File: src/rtl/rsa_two_power_mod.sv
// -----------------------------------------------------------------------------
// rsa_two_power_mod
//
// Computes 2^e mod N by repeated modular doubling, one doubling per clock.
// The usual use is e = 2*MOD_WIDTH, which gives the Montgomery conversion
// constant R^2 mod N that feeds the Montgomery multiplier operand port.
//
// Ports
//   clk        : clock, all state changes on the rising edge
//   rst        : asynchronous, active-low reset
//   i_valid    : request valid (sampled only while idle)
//   i_ready    : block is idle and can accept a request
//   i_power    : exponent e
//   i_modulus  : modulus N (odd, N >= 1)
//   o_valid    : result valid
//   o_ready    : consumer accepts the result (sampled only while done)
//   o_out      : result 2^e mod N
// -----------------------------------------------------------------------------
module rsa_two_power_mod #(
  parameter int MOD_WIDTH   = 256,
  parameter int POWER_WIDTH = 10
) (
  input  logic                   clk,
  input  logic                   rst,
  input  logic                   i_valid,
  output logic                   i_ready,
  input  logic [POWER_WIDTH-1:0] i_power,
  input  logic [MOD_WIDTH-1:0]   i_modulus,
  output logic                   o_valid,
  input  logic                   o_ready,
  output logic [MOD_WIDTH-1:0]   o_out
);

  typedef enum logic [1:0] {
    IDLE      = 2'd0,
    CALCULATE = 2'd1,
    DONE      = 2'd2
  } state_t;

  state_t                 state;
  logic [POWER_WIDTH-1:0] power_q;
  logic [POWER_WIDTH-1:0] counter;
  logic [MOD_WIDTH-1:0]   modulus_q;

  // The result register carries one extra bit so that the doubled value
  // can never overflow before the conditional subtraction.
  logic [MOD_WIDTH:0]     result;
  logic [MOD_WIDTH:0]     shifted;
  logic [MOD_WIDTH:0]     reduced;

  // One modular doubling step: since r < N, 2r < 2N, so a single
  // conditional subtraction brings the value back below N.
  always_comb begin
    shifted = result << 1;
    reduced = shifted;
    if (shifted >= {1'b0, modulus_q}) begin
      reduced = shifted - {1'b0, modulus_q};
    end
  end

  // Control FSM and datapath registers. The counter runs from 0 up to e;
  // the edge on which it already equals e moves to DONE without touching r.
  always_ff @(posedge clk or negedge rst) begin
    if (!rst) begin
      state     <= IDLE;
      counter   <= '0;
      result    <= '0;
      power_q   <= '0;
      modulus_q <= '0;
    end else begin
      case (state)
        IDLE: begin
          if (i_valid) begin
            power_q   <= i_power;
            modulus_q <= i_modulus;
            counter   <= '0;
            // 2^0 mod 1 is 0, every other modulus starts from 1
            result    <= (i_modulus == MOD_WIDTH'(1)) ? '0 : (MOD_WIDTH+1)'(1);
            state     <= CALCULATE;
          end
        end
        CALCULATE: begin
          if (counter < power_q) begin
            result  <= reduced;
            counter <= counter + POWER_WIDTH'(1);
          end else begin
            state <= DONE;
          end
        end
        DONE: begin
          if (o_ready) begin
            state <= IDLE;
          end
        end
        default: begin
          state <= IDLE;
        end
      endcase
    end
  end

  assign i_ready = (state == IDLE);
  assign o_valid = (state == DONE);
  assign o_out   = result[MOD_WIDTH-1:0];

endmodule

File: config.mk
export PLATFORM = sky130hd
export DESIGN_NAME = rsa_two_power_mod
export DESIGN_NICKNAME = d
export VERILOG_FILES = /design/src/rtl/rsa_two_power_mod.sv
export SDC_FILE = /design/constraint.sdc
export NUM_CORES = 2
export LEC_CHECK = 0
export BUFFER_PORTS_ARGS = -buffer_cell sky130_fd_sc_hd__buf_2
export CAP_MARGIN = 15
export CORE_UTILIZATION = 65
export CTS_CLUSTER_DIAMETER = 60
export DETAILED_ROUTE_END_ITERATION = 10
export PLACE_DENSITY_LB_ADDON = 0.15
export SYNTH_ARGS = -nofsm -noshare
export SYNTH_HDL_FRONTEND = slang
export SYNTH_SLANG_ARGS = --single-unit
File: constraint.sdc
create_clock -name clk -period 10.5 [get_ports clk]
set_input_delay 1.05 -clock clk [delete_from_list [all_inputs] [get_ports clk]]
set_output_delay 1.05 -clock clk [all_outputs]
set_load 0.02 [all_outputs]
==> metrics.md <==
| Metric | Value |
|---|---|
| Count of flip-flops with a built-in enable after synthesis | 0 |
| R2R cell count | 20 |
| Number of antenna violations at the first check in global routing | 9 |
| Reg-to-reg startpoint | result[27] |
| Final WS setup | 3.46 ns |
| Total I/O pin count | 528 |
| Total CTS buffers | 60 |
| Overall via count from detail_route | 47.1k |
| Sum of overflow across all layers after global routing | 0 |
| Classification of the worst-slack hold path | in -> async |
| CTS root buffer | sky130_fd_sc_hd__clkbuf_16 |
| Drt wl/cell | 24.7 um |
| Synthesized Nets | 6100 |
| Synthesized area per cell | around 7.4 um2 |
| Worst relative slew slack | 12.2% |
| DRC violations left | 0 |
| Largest driver fanout on the critical path | 91 |
| Highest clock frequency the design can meet | 0.142 GHz |
| Input/output buffers | approximately 530 |
| Vias in the first global route | 43.1k |
| Cells after Synth | 5563 |
| Transition time at the pin with the least slew margin | 1.30 ns |
| Ys async rst share | 100% |
| Maximum clock skew at final layout | approximately 0.026 ns |
| End of the worst register-to-register path | result[50] |
| Clock Sink Count | between 500 and 600 |
| Die outline area | 64600 um2 |
| Worst-skew pair later-pin latency | about 0.66 ns |
| Number of maximum-capacitance constraint violations | 0 |
| Floorplan die width | between 200 and 300 um |
| Highest-count cells in the layout ignoring fill and taps | sky130_fd_sc_hd__o21ai_0 (820), sky130_fd_sc_hd__nand2_1 (811), sky130_fd_sc_hd__a21oi_1 (684), sky130_fd_sc_hd__dfrtp_1 (534), sky130_fd_sc_hd__buf_2 (526) |
| Register cell area after layout | 13400 um2 |
| Max Transition Viols Final | 0 |
| Multi-input combinational cell area | 25600 um2 |
| RSZ-0062 raised after global routing | false |
| Outcome | finished clean |
| Worst Setup End Kind | flop |
| Launching element of the worst setup path | result[27] |
| Clock-pin slew on the worst setup and hold paths | ~0.060 ns |
| CTS resizes | 0 |
| Sequential area share after synthesis | roughly a third |
| Setup-violating endpoint count in the final report | 0 |
| Total of warnings raised by yosys | 0 |
| # rows | between 90 and 100 |
| Worst setup endpoint | result[50] |
| Area growth syn-to-layout | 12.3% |
| Critical path required time | 10.97 ns |
| Final setup TNS | 0 ns |
| Total count of hold-check failures in the final report | 0 |
| Post-route ant nets | 0 |
| Final worst path period share | between 60% and 70% |
| Count of state elements after synthesis | 534 |
| Iteration-0 DRC count of the detailed router | 7399 |
| Overall routed net length | 169000 um |
| Maximum root-to-sink buffer count | 3 |
| Final critical-path required period | 7.04 ns |
| Data arrival time of the worst path | 7.51 ns |
| Vias per std cell | 6.91 |
| Finished Layout Cells | slightly below 7k |
| Initial Util | 65.7% |
| Number of iterations in the first detailed-routing pass | 8 |
| Setup slack of the most critical reg-to-reg path | 3.46 ns |
| Max H-tree Level | 2 |
| Routability congestion estimate from global placement | between 1 and 1.5 |
| Clock tree from TritonCTS | yes |
| Critical path start-end classification | reg -> reg |
| CTS Hold Bufs | 0 |
| Layout cell share with drive strength beyond 1 | around an eighth |
| Worst slack after detailed placement | 3.84 ns |
| Fill cell instance count of the final layout | approximately 4.6k |
| Core area | 63000 um2 |
| Number of nets in the final layout | 6454 |
| Synth Cell Area | roughly 41000 um2 |
| All-Layer GR Usage | 50.2% |
| Crit path launch type | flop |
| Pin count of the biggest net entering global routing | 162 |
| Tightest hold margin | 0.387 ns |
| Post-CTS setup buffer count | 0 |
| Most instantiated flip-flop cell in the synthesis netlist | sky130_fd_sc_hd__dfrtp_1 |
| DP HPWL | 126000 um |
| DP Cell Count | 6700 |
| Distinct cell type count of the synthesized netlist | 99 |
| Global-route wire length before repair | 250000 um |
| Most common cell after layout, fill and taps aside | sky130_fd_sc_hd__o21ai_0 |
| Y dimension of the die | 254 um |
## stage by stage
stage                     cell area [um2]  util (%)
final                               46400      73.7
after global routing                46400      73.7
after CTS                           46400      73.6
after detailed placement            44200      70.2
after global placement              44200      70.2
after floorplan                     41300         -
## critical path, stage by stage, from the launching register on
cell,delay [ns]
sky130_fd_sc_hd__dfrtp_1,0.42
sky130_fd_sc_hd__ha_1,0.40
sky130_fd_sc_hd__a21oi_1,0.32
sky130_fd_sc_hd__o21ai_0,0.15
sky130_fd_sc_hd__a221oi_1,0.46
sky130_fd_sc_hd__inv_1,0.13
sky130_fd_sc_hd__nor3b_2,0.31
sky130_fd_sc_hd__o31a_2,0.27
sky130_fd_sc_hd__nor3_1,0.07
sky130_fd_sc_hd__o32a_1,0.43
sky130_fd_sc_hd__nand4_1,0.14
sky130_fd_sc_hd__nand2_2,0.21
sky130_fd_sc_hd__a221oi_4,0.45
sky130_fd_sc_hd__o31ai_4,0.12
sky130_fd_sc_hd__a21oi_4,0.17
sky130_fd_sc_hd__buf_4,0.49
sky130_fd_sc_hd__buf_4,0.83
sky130_fd_sc_hd__buf_4,0.89
sky130_fd_sc_hd__nor2_1,0.13
sky130_fd_sc_hd__a21oi_1,0.23
sky130_fd_sc_hd__o21ai_0,0.14
## Yosys cell counts (all sizes together), types with 12 or more instances
cell | count | area (um2)
o21ai | 859 | 4310
nand2 | 816 | 3070
a21oi | 688 | 3470
dfrtp | 534 | 13400
nor2 | 510 | 1920
inv | 347 | 1300
ha | 266 | 3330
clkbuf | 183 | 689
nand3 | 142 | 711
nand4 | 140 | 876
xnor2 | 139 | 1220
nor4 | 108 | 709
xor2 | 107 | 937
a21o | 89 | 668
buf | 80 | 444
nor3 | 73 | 380
o21bai | 69 | 529
a22oi | 57 | 428
a31oi | 34 | 249
o21a | 30 | 225
nand2b | 24 | 150
nor2b | 21 | 131
o31ai | 21 | 214
a211oi | 19 | 153
a21boi | 16 | 124
or3 | 16 | 100
or2 | 13 | 81.3
a221oi | 12 | 153
and3 | 12 | 75.1
o211ai | 12 | 95.1
## area by class of cell
class                           count  area share [%]
Inverter                          347            2.81
Antenna cell                        7          0.0377
Sequential cell                   534            28.8
Tap cell                          846            2.28
Clock buffer                       78            3.66
Clock inverter                     33            1.03
Multi-Input combinational cell   4419            55.1
Timing Repair Buffer              555            6.25
## kinds of logic (layout without fill, tap and decap cells)
group | count (synthesis) | count (layout) | synth area share (%)
compound gates | 1992 | 1992 | 27.8
simple gates | 1902 | 1902 | 20.4
buf+inv | 610 | 1013 | 5.89
flops | 534 | 534 | 32.3
fa+ha+maj | 267 | 267 | 8.10
xor+xnor | 246 | 246 | 5.21
mux | 12 | 12 | 0.303
other cells | 0 | 7 | 0
## flip-flops by register name, indices dropped and copies added (netlist names)
name       flops
state          2
modulus_q    256
result       256
counter       10
power_q       10
## layer usage
metal	global-route usage, %	wire length, um	up-vias
met2	73.9	70800	3850
met3	14.7	23600	818
li1	-	-	20400
met1	66.3	62900	22000
met5	1.95	245	-
met4	26.9	11100	12
## worst min path at each step
stage                    start       endpoint  slack, ns  cells past startpoint
floorplan           power_q[0]     power_q[0]       0.45                      2
CTS                        rst  modulus_q[16]       0.42                      1
finish                     rst  modulus_q[15]       0.39                      1
detailed placement  power_q[0]     power_q[0]       0.48                      2
global route               rst  modulus_q[15]       0.46                      1
global placement    power_q[0]     power_q[0]       0.47                      2
Power is left out: the tool's default activity adds up to more than one toggle a clock period on the data nets, which glitch-free logic cannot reach.
